===== config.mk =====
export PLATFORM = sky130hd
export DESIGN_NAME = powerup_ctrl
export DESIGN_NICKNAME = d
export VERILOG_FILES = /design/src/rtl/pong_pkg.sv /design/src/rtl/pu_timer.sv /design/src/rtl/powerup_ctrl.sv
export SDC_FILE = /design/constraint.sdc
export NUM_CORES = 1
export LEC_CHECK = 0
export CORE_MARGIN = 2
export CORE_UTILIZATION = 51
export DETAILED_ROUTE_END_ITERATION = 8
export PLACE_DENSITY = 0.95
export SYNTH_ARGS = -nofsm -noshare
export SYNTH_HDL_FRONTEND = slang
export SYNTH_SLANG_ARGS = --single-unit

===== constraint.sdc =====
create_clock -name clk -period 7.35 [get_ports clk]
set_input_delay 0.735 -clock clk [delete_from_list [all_inputs] [get_ports clk]]
set_output_delay 0.735 -clock clk [all_outputs]
set_load 0.02 [all_outputs]

===== src/rtl/pong_pkg.sv =====
// Shared Pong constants, screen geometry and powerup encodings.
// Also holds the spawn-row clamp used when a powerup box appears.
package pong_pkg;

  localparam int SCREEN_W = 640;
  localparam int SCREEN_H = 480;
  localparam int BOX      = 16;
  localparam int BALL     = 8;

  localparam logic [7:0] PAD_H_NORM  = 8'd64;
  localparam logic [7:0] PAD_H_BIG   = 8'd96;
  localparam logic [7:0] PAD_H_SMALL = 8'd32;

  // Box column sits in the middle of the court, clear of both paddles.
  localparam logic [9:0] POWER_X = 10'd312;

  localparam logic [8:0] Y_MIN  = 9'd16;
  localparam logic [8:0] Y_MAX  = 9'd448;
  localparam logic [8:0] Y_WRAP = 9'd64;

  typedef enum logic [1:0] {
    ST_IDLE    = 2'd0,
    ST_SPAWNED = 2'd1,
    ST_ACTIVE  = 2'd2
  } pu_state_t;

  typedef enum logic {
    PU_GROW   = 1'b0,
    PU_SHRINK = 1'b1
  } pu_type_t;

  // Keeps the box fully on screen for any 9-bit random row.
  function automatic logic [8:0] spawn_y(input logic [8:0] rp);
    if (rp < Y_MIN)
      return Y_MIN;
    else if (rp > Y_MAX)
      return rp - Y_WRAP;
    else
      return rp;
  endfunction

endpackage


===== src/rtl/pu_timer.sv =====
// Loadable 10-bit down-counter with tick enable and zero flag.
// One instance times the spawn delay, box lifetime and effect duration.
module pu_timer #(
  parameter logic [9:0] RESET_VAL = 10'd0
) (
  input  logic       clk,
  input  logic       rst_n,
  input  logic       load,
  input  logic [9:0] load_val,
  input  logic       tick,
  output logic       zero
);

  logic [9:0] count;

  always_ff @(posedge clk) begin
    if (!rst_n)
      count <= RESET_VAL;
    else if (load)
      count <= load_val;
    else if (tick && count != 10'd0)
      count <= count - 10'd1;
  end

  assign zero = (count == 10'd0);

endmodule


===== src/rtl/powerup_ctrl.sv =====
// Powerup controller: waits, spawns a box, detects the ball collecting it,
// then applies a timed paddle-height effect to one side.
module powerup_ctrl
  import pong_pkg::*;
#(
  parameter int SPAWN_TICKS  = 600,
  parameter int LIFE_TICKS   = 300,
  parameter int EFFECT_TICKS = 480
) (
  input  logic       clk,
  input  logic       rst_n,
  input  logic       game_en,
  input  logic       round_end,
  input  logic [9:0] x_ball,
  input  logic [9:0] y_ball,
  input  logic       ball_dx,
  input  logic [8:0] rand_pos,
  input  logic [1:0] rand_type,
  output logic       power_en,
  output logic [9:0] power_pos_x,
  output logic [8:0] power_pos_y,
  output logic       powerA,
  output logic       powerB,
  output logic [7:0] padA_h,
  output logic [7:0] padB_h
);

  localparam logic [9:0] SPAWN_LOAD  = 10'(SPAWN_TICKS - 1);
  localparam logic [9:0] LIFE_LOAD   = 10'(LIFE_TICKS - 1);
  localparam logic [9:0] EFFECT_LOAD = 10'(EFFECT_TICKS - 1);

  pu_state_t  state, state_next;
  pu_type_t   type_sel, type_next;
  logic       en_next, a_next, b_next;
  logic [8:0] y_next;
  logic [7:0] pa_next, pb_next;

  logic       t_load, t_tick, t_zero;
  logic [9:0] t_val;
  logic       hit;

  // Only bit 0 selects the effect; bit 1 is deliberately ignored.
  logic unused_type_bit;
  assign unused_type_bit = rand_type[1];

  pu_timer #(.RESET_VAL(SPAWN_LOAD)) timer (
    .clk      (clk),
    .rst_n    (rst_n),
    .load     (t_load),
    .load_val (t_val),
    .tick     (t_tick),
    .zero     (t_zero)
  );

  // Bounding-box overlap in 11 bits so x+8 / y+16 cannot wrap.
  always_comb begin
    hit = ({1'b0, x_ball} + 11'(BALL) > {1'b0, power_pos_x}) &&
          ({1'b0, x_ball} < {1'b0, power_pos_x} + 11'(BOX)) &&
          ({1'b0, y_ball} + 11'(BALL) > {2'b00, power_pos_y}) &&
          ({1'b0, y_ball} < {2'b00, power_pos_y} + 11'(BOX));
  end

  always_ff @(posedge clk) begin
    if (!rst_n) begin
      state       <= ST_IDLE;
      type_sel    <= PU_GROW;
      power_en    <= 1'b0;
      power_pos_x <= POWER_X;
      power_pos_y <= 9'd0;
      powerA      <= 1'b0;
      powerB      <= 1'b0;
      padA_h      <= PAD_H_NORM;
      padB_h      <= PAD_H_NORM;
    end else begin
      state       <= state_next;
      type_sel    <= type_next;
      power_en    <= en_next;
      power_pos_x <= POWER_X;
      power_pos_y <= y_next;
      powerA      <= a_next;
      powerB      <= b_next;
      padA_h      <= pa_next;
      padB_h      <= pb_next;
    end
  end

  always_comb begin
    state_next = state;
    type_next  = type_sel;
    en_next    = power_en;
    y_next     = power_pos_y;
    a_next     = powerA;
    b_next     = powerB;
    pa_next    = padA_h;
    pb_next    = padB_h;
    t_load     = 1'b0;
    t_val      = SPAWN_LOAD;
    t_tick     = 1'b0;

    if (round_end) begin
      state_next = ST_IDLE;
      en_next    = 1'b0;
      a_next     = 1'b0;
      b_next     = 1'b0;
      pa_next    = PAD_H_NORM;
      pb_next    = PAD_H_NORM;
      t_load     = 1'b1;
      t_val      = SPAWN_LOAD;
    end else if (game_en) begin
      case (state)
        ST_IDLE: begin
          if (t_zero) begin
            state_next = ST_SPAWNED;
            en_next    = 1'b1;
            y_next     = spawn_y(rand_pos);
            type_next  = pu_type_t'(rand_type[0]);
            t_load     = 1'b1;
            t_val      = LIFE_LOAD;
          end else begin
            t_tick = 1'b1;
          end
        end

        ST_SPAWNED: begin
          // Collection beats expiry when both land on the same tick.
          if (hit) begin
            state_next = ST_ACTIVE;
            en_next    = 1'b0;
            a_next     = ball_dx;
            b_next     = !ball_dx;
            pa_next    = PAD_H_NORM;
            pb_next    = PAD_H_NORM;
            if (type_sel == PU_GROW) begin
              if (ball_dx) pa_next = PAD_H_BIG;
              else         pb_next = PAD_H_BIG;
            end else begin
              if (ball_dx) pb_next = PAD_H_SMALL;
              else         pa_next = PAD_H_SMALL;
            end
            t_load = 1'b1;
            t_val  = EFFECT_LOAD;
          end else if (t_zero) begin
            state_next = ST_IDLE;
            en_next    = 1'b0;
            t_load     = 1'b1;
            t_val      = SPAWN_LOAD;
          end else begin
            t_tick = 1'b1;
          end
        end

        ST_ACTIVE: begin
          if (t_zero) begin
            state_next = ST_IDLE;
            a_next     = 1'b0;
            b_next     = 1'b0;
            pa_next    = PAD_H_NORM;
            pb_next    = PAD_H_NORM;
            t_load     = 1'b1;
            t_val      = SPAWN_LOAD;
          end else begin
            t_tick = 1'b1;
          end
        end

        default: begin
          state_next = ST_IDLE;
          t_load     = 1'b1;
          t_val      = SPAWN_LOAD;
        end
      endcase
    end
  end

endmodule


==> results_dict.tcl, run 1 <==
set metrics [dict create \
    status "completed" \
    dp_hpwl_mm 4.20 \
    cts_made_buffers 5 \
    setup-violations-final 0 \
    fp.dieH_um 72.2 \
    grt_max_degree 16 \
    hp-start "powerA" \
    final.fill_count 362 \
    cts_setup_buffers 0 \
    ant_nets 0 \
    start_kind "primary input" \
    worstMarginPinSlew_ns 0.572 \
    fin_crit_ns 3.84 \
    wl_per_cell_um 13.9 \
    n_antenna_cell 0 \
    crit_type "primary input to register" \
    rr_endpoint "padA_h[6]" \
    grt_pass1_vias 2070 \
    placed_area_um2 2810 \
    syn2layout_area_growth_pct 22.8 \
    ctsHtreeMaxLevel 2 \
    drtPass1Iterations 4 \
    peakVddDrop_mv 0.147 \
    ys_ff_latch 29 \
    crit_start "y_ball[3]" \
    seq_area_frac_synth_pct 24.5 \
    synth_top_area_share_pct 24.5 \
    antenna_found_initial 0 \
    cts_resized 0 \
    crit_end "padA_h[6]" \
    reg2regPathDepth 10 \
    yosysWarnings 0 \
    fmax_mhz 261 \
    report.final.hold_viol_count 0 \
    initial_core_util_pct 53.7 \
    io_pins 74 \
    crit_slowest_cell "clkdlybuf4s50_1" \
    fin_crit_sh_pct 52.2 \
    rsz0062_at_grt "no" \
    layout-drive-gt1-share_pct 6.16 \
    design_area_um2 2910 \
    overflow 0 \
    coreArea_um2 4410 \
    avgSynthCellArea_um2 8.12 \
    synth-edff-count 0 \
    synth.distinct_cells 52 \
    ys.flop_type "dfxtp_1" \
    io_buffers 50 \
    clk_path_buf_depth 2 \
    fin_tns_setup_ns 0 \
    leakage_nw 1.09 \
    drcViolationCount 0 \
    r2r_slack_ns 3.93 \
    crit_path_cell_trace "clkdlybuf4s50_1, ha_1, nand3_1, xnor2_1, ha_1, nand2_1, nor3_1, o22ai_1, o2111ai_4, nor3_2, o21ai_1, mux2i_1, nand2_1" \
    slew_violations 0 \
    layout.nets 401 \
    synthTopCellsByArea "dfxtp_1, ha_1, buf_4" \
    postSynthCellCount 292 \
    finalClockSkew_ns 0.00565 \
    worstHoldPathType "register to register" \
    cts_hold_buf 0 \
    power.density_nw_per_um2 128 \
    root_buffer "clkbuf_8" \
    rows 24 \
    vias 2190 \
    critPathMaxFanout 6 \
    fp.dieW_um 72.2 \
    routed_wl_mm 5.47 \
    slowest_delay_ns 0.62 \
    max_cap_violations 0 \
    path_clk_slew_ns 0.06 \
    avgViaCountPerCell 5.57 \
    grt_pass1_wl_mm 9.00 \
    cts_tree "yes" \
    reg2reg_from "power_pos_y[6]" \
    critical_path.endpoint_type "register" \
    yosys.area.top_type "dfxtp_1" \
    dieArea_um2 5210 \
    required_ns 7.50 \
    drt_iter0_markers 120 \
    cts_sinks 29 \
    grt_usage_pct 21.6 \
    syn_area_um2 2370 \
    worstSkewPairLatency_ns 0.28 \
    slew_headroom_pct 61.6 \
    async_flop_share_pct 0 \
    arrival_ns 3.99 \
    gp_congestion 0.905 \
]
## power breakdown
part / switching [W] / internal (W) / total [W]
Clock: 0.0000600 / 0.0000844 / 0.000144
Sequential: 0.000000556 / 0.000158 / 0.000158
Combinational: 0.0000389 / 0.0000317 / 0.0000706
## kinds of logic after synthesis
group | count (synthesis) | share of synthesized area, %
compound gates | 66 | 20.6
xor+xnor | 14 | 5.17
fa+ha+maj | 25 | 13.2
buf+inv | 51 | 12.0
flops | 29 | 24.5
mux | 3 | 1.27
other cells | 2 | 0.317
simple gates | 102 | 23.0
## routing by layer
metal	part of all wire (%)	track usage, %	vias to the layer above
met5	0	0	-
met4	2.8	9.22	0
met3	7.0	4.58	16
met2	50	39.0	87
met1	40	24.3	1003
li1	-	-	1084
## worst min path at each step
stage	slack (ns)	endpoint	depth (start not counted)
4_1_cts	0.46	powerA	2
2_1_floorplan	0.46	type_sel	2
3_5_place_dp	0.45	padB_h[5]	2
5_1_grt	0.47	powerA	2
6_report	0.45	powerA	2
3_3_place_gp	0.44	padA_h[5]	2
## synthesized netlist by cell type, types with 3 or more instances
cell,count
o21ai_0,10
dfxtp_1,29
nor4_1,5
nand3b_1,3
ha_1,25
nand2b_1,3
nor2_1,13
a22oi_1,7
o211ai_1,5
clkbuf_1,4
a21oi_1,16
buf_4,22
nor3_1,5
mux2i_1,3
a21boi_0,6
and3_1,3
nor2b_1,9
inv_1,22
nand3_1,11
nand4_1,4
nand2_1,33
xnor2_1,13
o21a_1,3
## final cells by class
| type | instances | area (um^2) | share of cell area, % |
|---|---|---|---|
| Timing Repair Buffer | 50 | 500 | 17.2 |
| Clock inverter | 1 | 5.00 | 0.172 |
| Inverter | 22 | 82.6 | 2.84 |
| Sequential cell | 29 | 581 | 19.9 |
| Clock buffer | 7 | 96.3 | 3.31 |
| Multi-Input combinational cell | 232 | 1580 | 54.3 |
| Tap cell | 52 | 65.1 | 2.23 |
## worst max-delay path, delay by kind of cell
kind | cells | cell delay (ns)
AO/OA/AOI/OAI | 3 | 0.99
XOR/XNOR | 1 | 0.16
adder cells (fa/ha/maj) | 2 | 0.52
buffers and inverters | 1 | 0.62
multiplexers | 1 | 0.26
AND/OR/NAND/NOR | 5 | 0.70
## state kept, by name, summed over array words and instances, names as in the netlist
register and count:
timer.count 10, power_pos_y 9, padA_h 2, padB_h 2, state 2, powerA 1, powerB 1, power_en 1
type_sel 1
## cells in the final DEF, fill, tap and decap left out, drive strengths merged, types with 8 or more instances in the layout
master	netlist	final
inv	22	22
clkdlybuf4s50	0	50
a22oi	8	8
o21ai	12	12
a21oi	17	17
ha	25	25
nand2	33	33
dfxtp	29	29
nand3	11	11
nor2	13	13
conb	2	22
nor2b	9	9
xnor2	13	13
## metrics by stage
stage	worst slack, ns	utilization [%]	hold WS [ns]	cells	power (W)
finish	3.51	66.0	0.455	393	0.000373
floorplan	4.34	-	0.461	312	0.000210
CTS	3.60	66.0	0.458	393	0.000377
detailed placement	3.32	63.7	0.449	385	0.000232
global route	3.36	66.0	0.475	393	0.000389
global placement	3.42	63.7	0.444	385	0.000229
Note: power is estimated with default switching activity, not from simulation.
==> run 2: changes to the inputs <==
Settings changed: CORE_UTILIZATION 51 to 43, PLACE_DENSITY 0.95 to 0.87.
Clock period 7.35 ns to 3.1 ns, I/O delays scaled along.
==> run 2 against run 1 <==
Net effect:
- non-clock buffer count grew 22
- first-iteration DRC count shrank 38%
- sequential power grew 140%
- critical path depth is the same
- largest cell class unchanged
- highest routed layer unchanged
==> results_dict.tcl, run 2 (same netlist as run 1, synthesis figures left out) <==
set metrics [dict create \
    initial_core_util_pct 43.9 \
    drcViolationCount 0 \
    drt_iter0_markers 75 \
    report.final.hold_viol_count 0 \
    root_buffer "clkbuf_8" \
    avgViaCountPerCell 5.26 \
    fin_crit_ns 2.92 \
    timing.hold.ws_ns 0.454 \
    layout.nets 423 \
    arrival_ns 3.08 \
    clk_path_buf_depth 2 \
    power.density_nw_per_um2 286 \
    slew_headroom_pct 60.1 \
    regMostFlops "timer.count" \
    fp.dieW_um 78.3 \
    rsz0062_at_grt "no" \
    finalClockSkew_ns 0.00750 \
    layout_commonest_cell "clkdlybuf4s50_1" \
    fin_crit_sh_pct 94.2 \
    drtPass1Iterations 4 \
    n_antenna_cell 0 \
    wl_per_cell_um 12.6 \
    reg2reg_from "power_pos_y[8]" \
    peakVddDrop_mv 0.261 \
    status "completed" \
    critical_path.endpoint_type "register" \
    io_buffers 50 \
    crit_type "register to register" \
    start_kind "register" \
    fmax_mhz 342 \
    routed_wl_mm 5.50 \
    grt_pass1_vias 2186 \
    fp.dieH_um 78.3 \
    leakage_nw 1.21 \
    ant_nets 0 \
    hp-start "powerA" \
    io_pins 74 \
    critPathMaxFanout 5 \
    gp_congestion 0.882 \
    worstHoldPathType "register to register" \
    slew_violations 0 \
    cts_sinks 29 \
    design_area_um2 3140 \
    placed_area_um2 3000 \
    grt_pass1_wl_mm 9.03 \
    final.fill_count 505 \
    syn2layout_area_growth_pct 32.3 \
    overflow 0 \
    mostFrequentLayoutCells "clkdlybuf4s50_1, nand2_1, dfxtp_1" \
    grt_max_degree 16 \
    required_ns 3.26 \
    final_core_util_pct 58.0 \
    vias 2290 \
    antenna_found_initial 0 \
    crit_start "power_pos_y[8]" \
    coreArea_um2 5410 \
    cts_setup_buffers 0 \
    reg_top3 "timer.count: 10 flops, power_pos_y: 9 flops" \
    cts_made_buffers 5 \
    layout-drive-gt1-share_pct 12.9 \
    ctsHtreeMaxLevel 2 \
    setup-violations-final 0 \
    largest_register_ffs 10 \
    cts_hold_buf 0 \
    max_cap_violations 0 \
    dp_hpwl_mm 4.39 \
    rows 27 \
    worstMarginPinSlew_ns 0.593 \
    worstSkewPairLatency_ns 0.28 \
    path_clk_slew_ns 0.06 \
    grt_usage_pct 18.0 \
    dieArea_um2 6120 \
    cts_tree "yes" \
]
run 2: cell types whose count changed in the layout (fill, tap and decap cells not counted):
cell             previous run  this run
ha_4                        0         1
nor3_1                      5         4
a2111oi_2                   2         1
clkdlybuf4s50_1            50        49
dfxtp_1                    29        27
dfxtp_2                     0         2
nor3_2                      2         3
a2111oi_4                   0         1
buf_4                       0        22
ha_1                       25        24
dlymetal6s2s_1              0         1
run 2: repair_timing:
action | 4_1_cts | 5_1_grt
endpoints found under the setup margin | 0 | 8
resized for setup | 0 | 7
endpoints found under the hold margin | 0 | 0
run 2: final timing paths:
check                                  to  slack, ns  depth (start not counted)
worst max-delay path            padA_h[5]       0.18                         13
worst max register to register  padA_h[5]       0.18                         13
worst min register to register     powerA       0.45                          2
worst min-delay path               powerA       0.45                          2
run 2: metal layers:
metal	track usage (%)	part of all wire, %
met5	0	0
met1	19.7	40
met2	34.9	54
met4	5.61	1.2
met3	2.99	5.0
run 2: report_power, final:
group / switching [W] / leakage [nW] / internal, W / total (W)
registers: 0.00000145 / 0.235 / 0.000374 / 0.000376
clock network: 0.000141 / 0.0542 / 0.000200 / 0.000341
logic: 0.0000961 / 0.922 / 0.0000842 / 0.000180
run 2: final cells by class:
type	count	area (um^2)	area share (%)
clock buffer	7	96.3	3.07
tap	72	90.1	2.87
sequential	29	583	18.6
inverter	22	82.6	2.63
multi-input combinational	232	1610	51.4
timing repair buffer	72	668	21.3
clock inverter	1	5.00	0.160
run 2: worst max-delay path: stages (launching register included):
cell       delay [ns]
dfxtp_1          0.35
inv_1            0.05
or3_1            0.37
ha_1             0.30
a211o_1          0.30
a2111oi_4        0.32
buf_4            0.17
o2111ai_4        0.15
nor3_2           0.26
o21ai_1          0.10
buf_4            0.17
buf_4            0.14
nand2_1          0.07
a21oi_1          0.06
run 2: metrics by stage:
stage          cells  total power, W  setup slack (ns)  TNS (ns)
5_1_grt          435        0.000935            0.0130         0
4_1_cts          435        0.000901             0.149         0
6_report         435        0.000897             0.180         0
2_1_floorplan    312        0.000498            0.0852         0
3_3_place_gp     427        0.000554           -0.0356   -0.0692
3_5_place_dp     427        0.000559            -0.128    -0.628
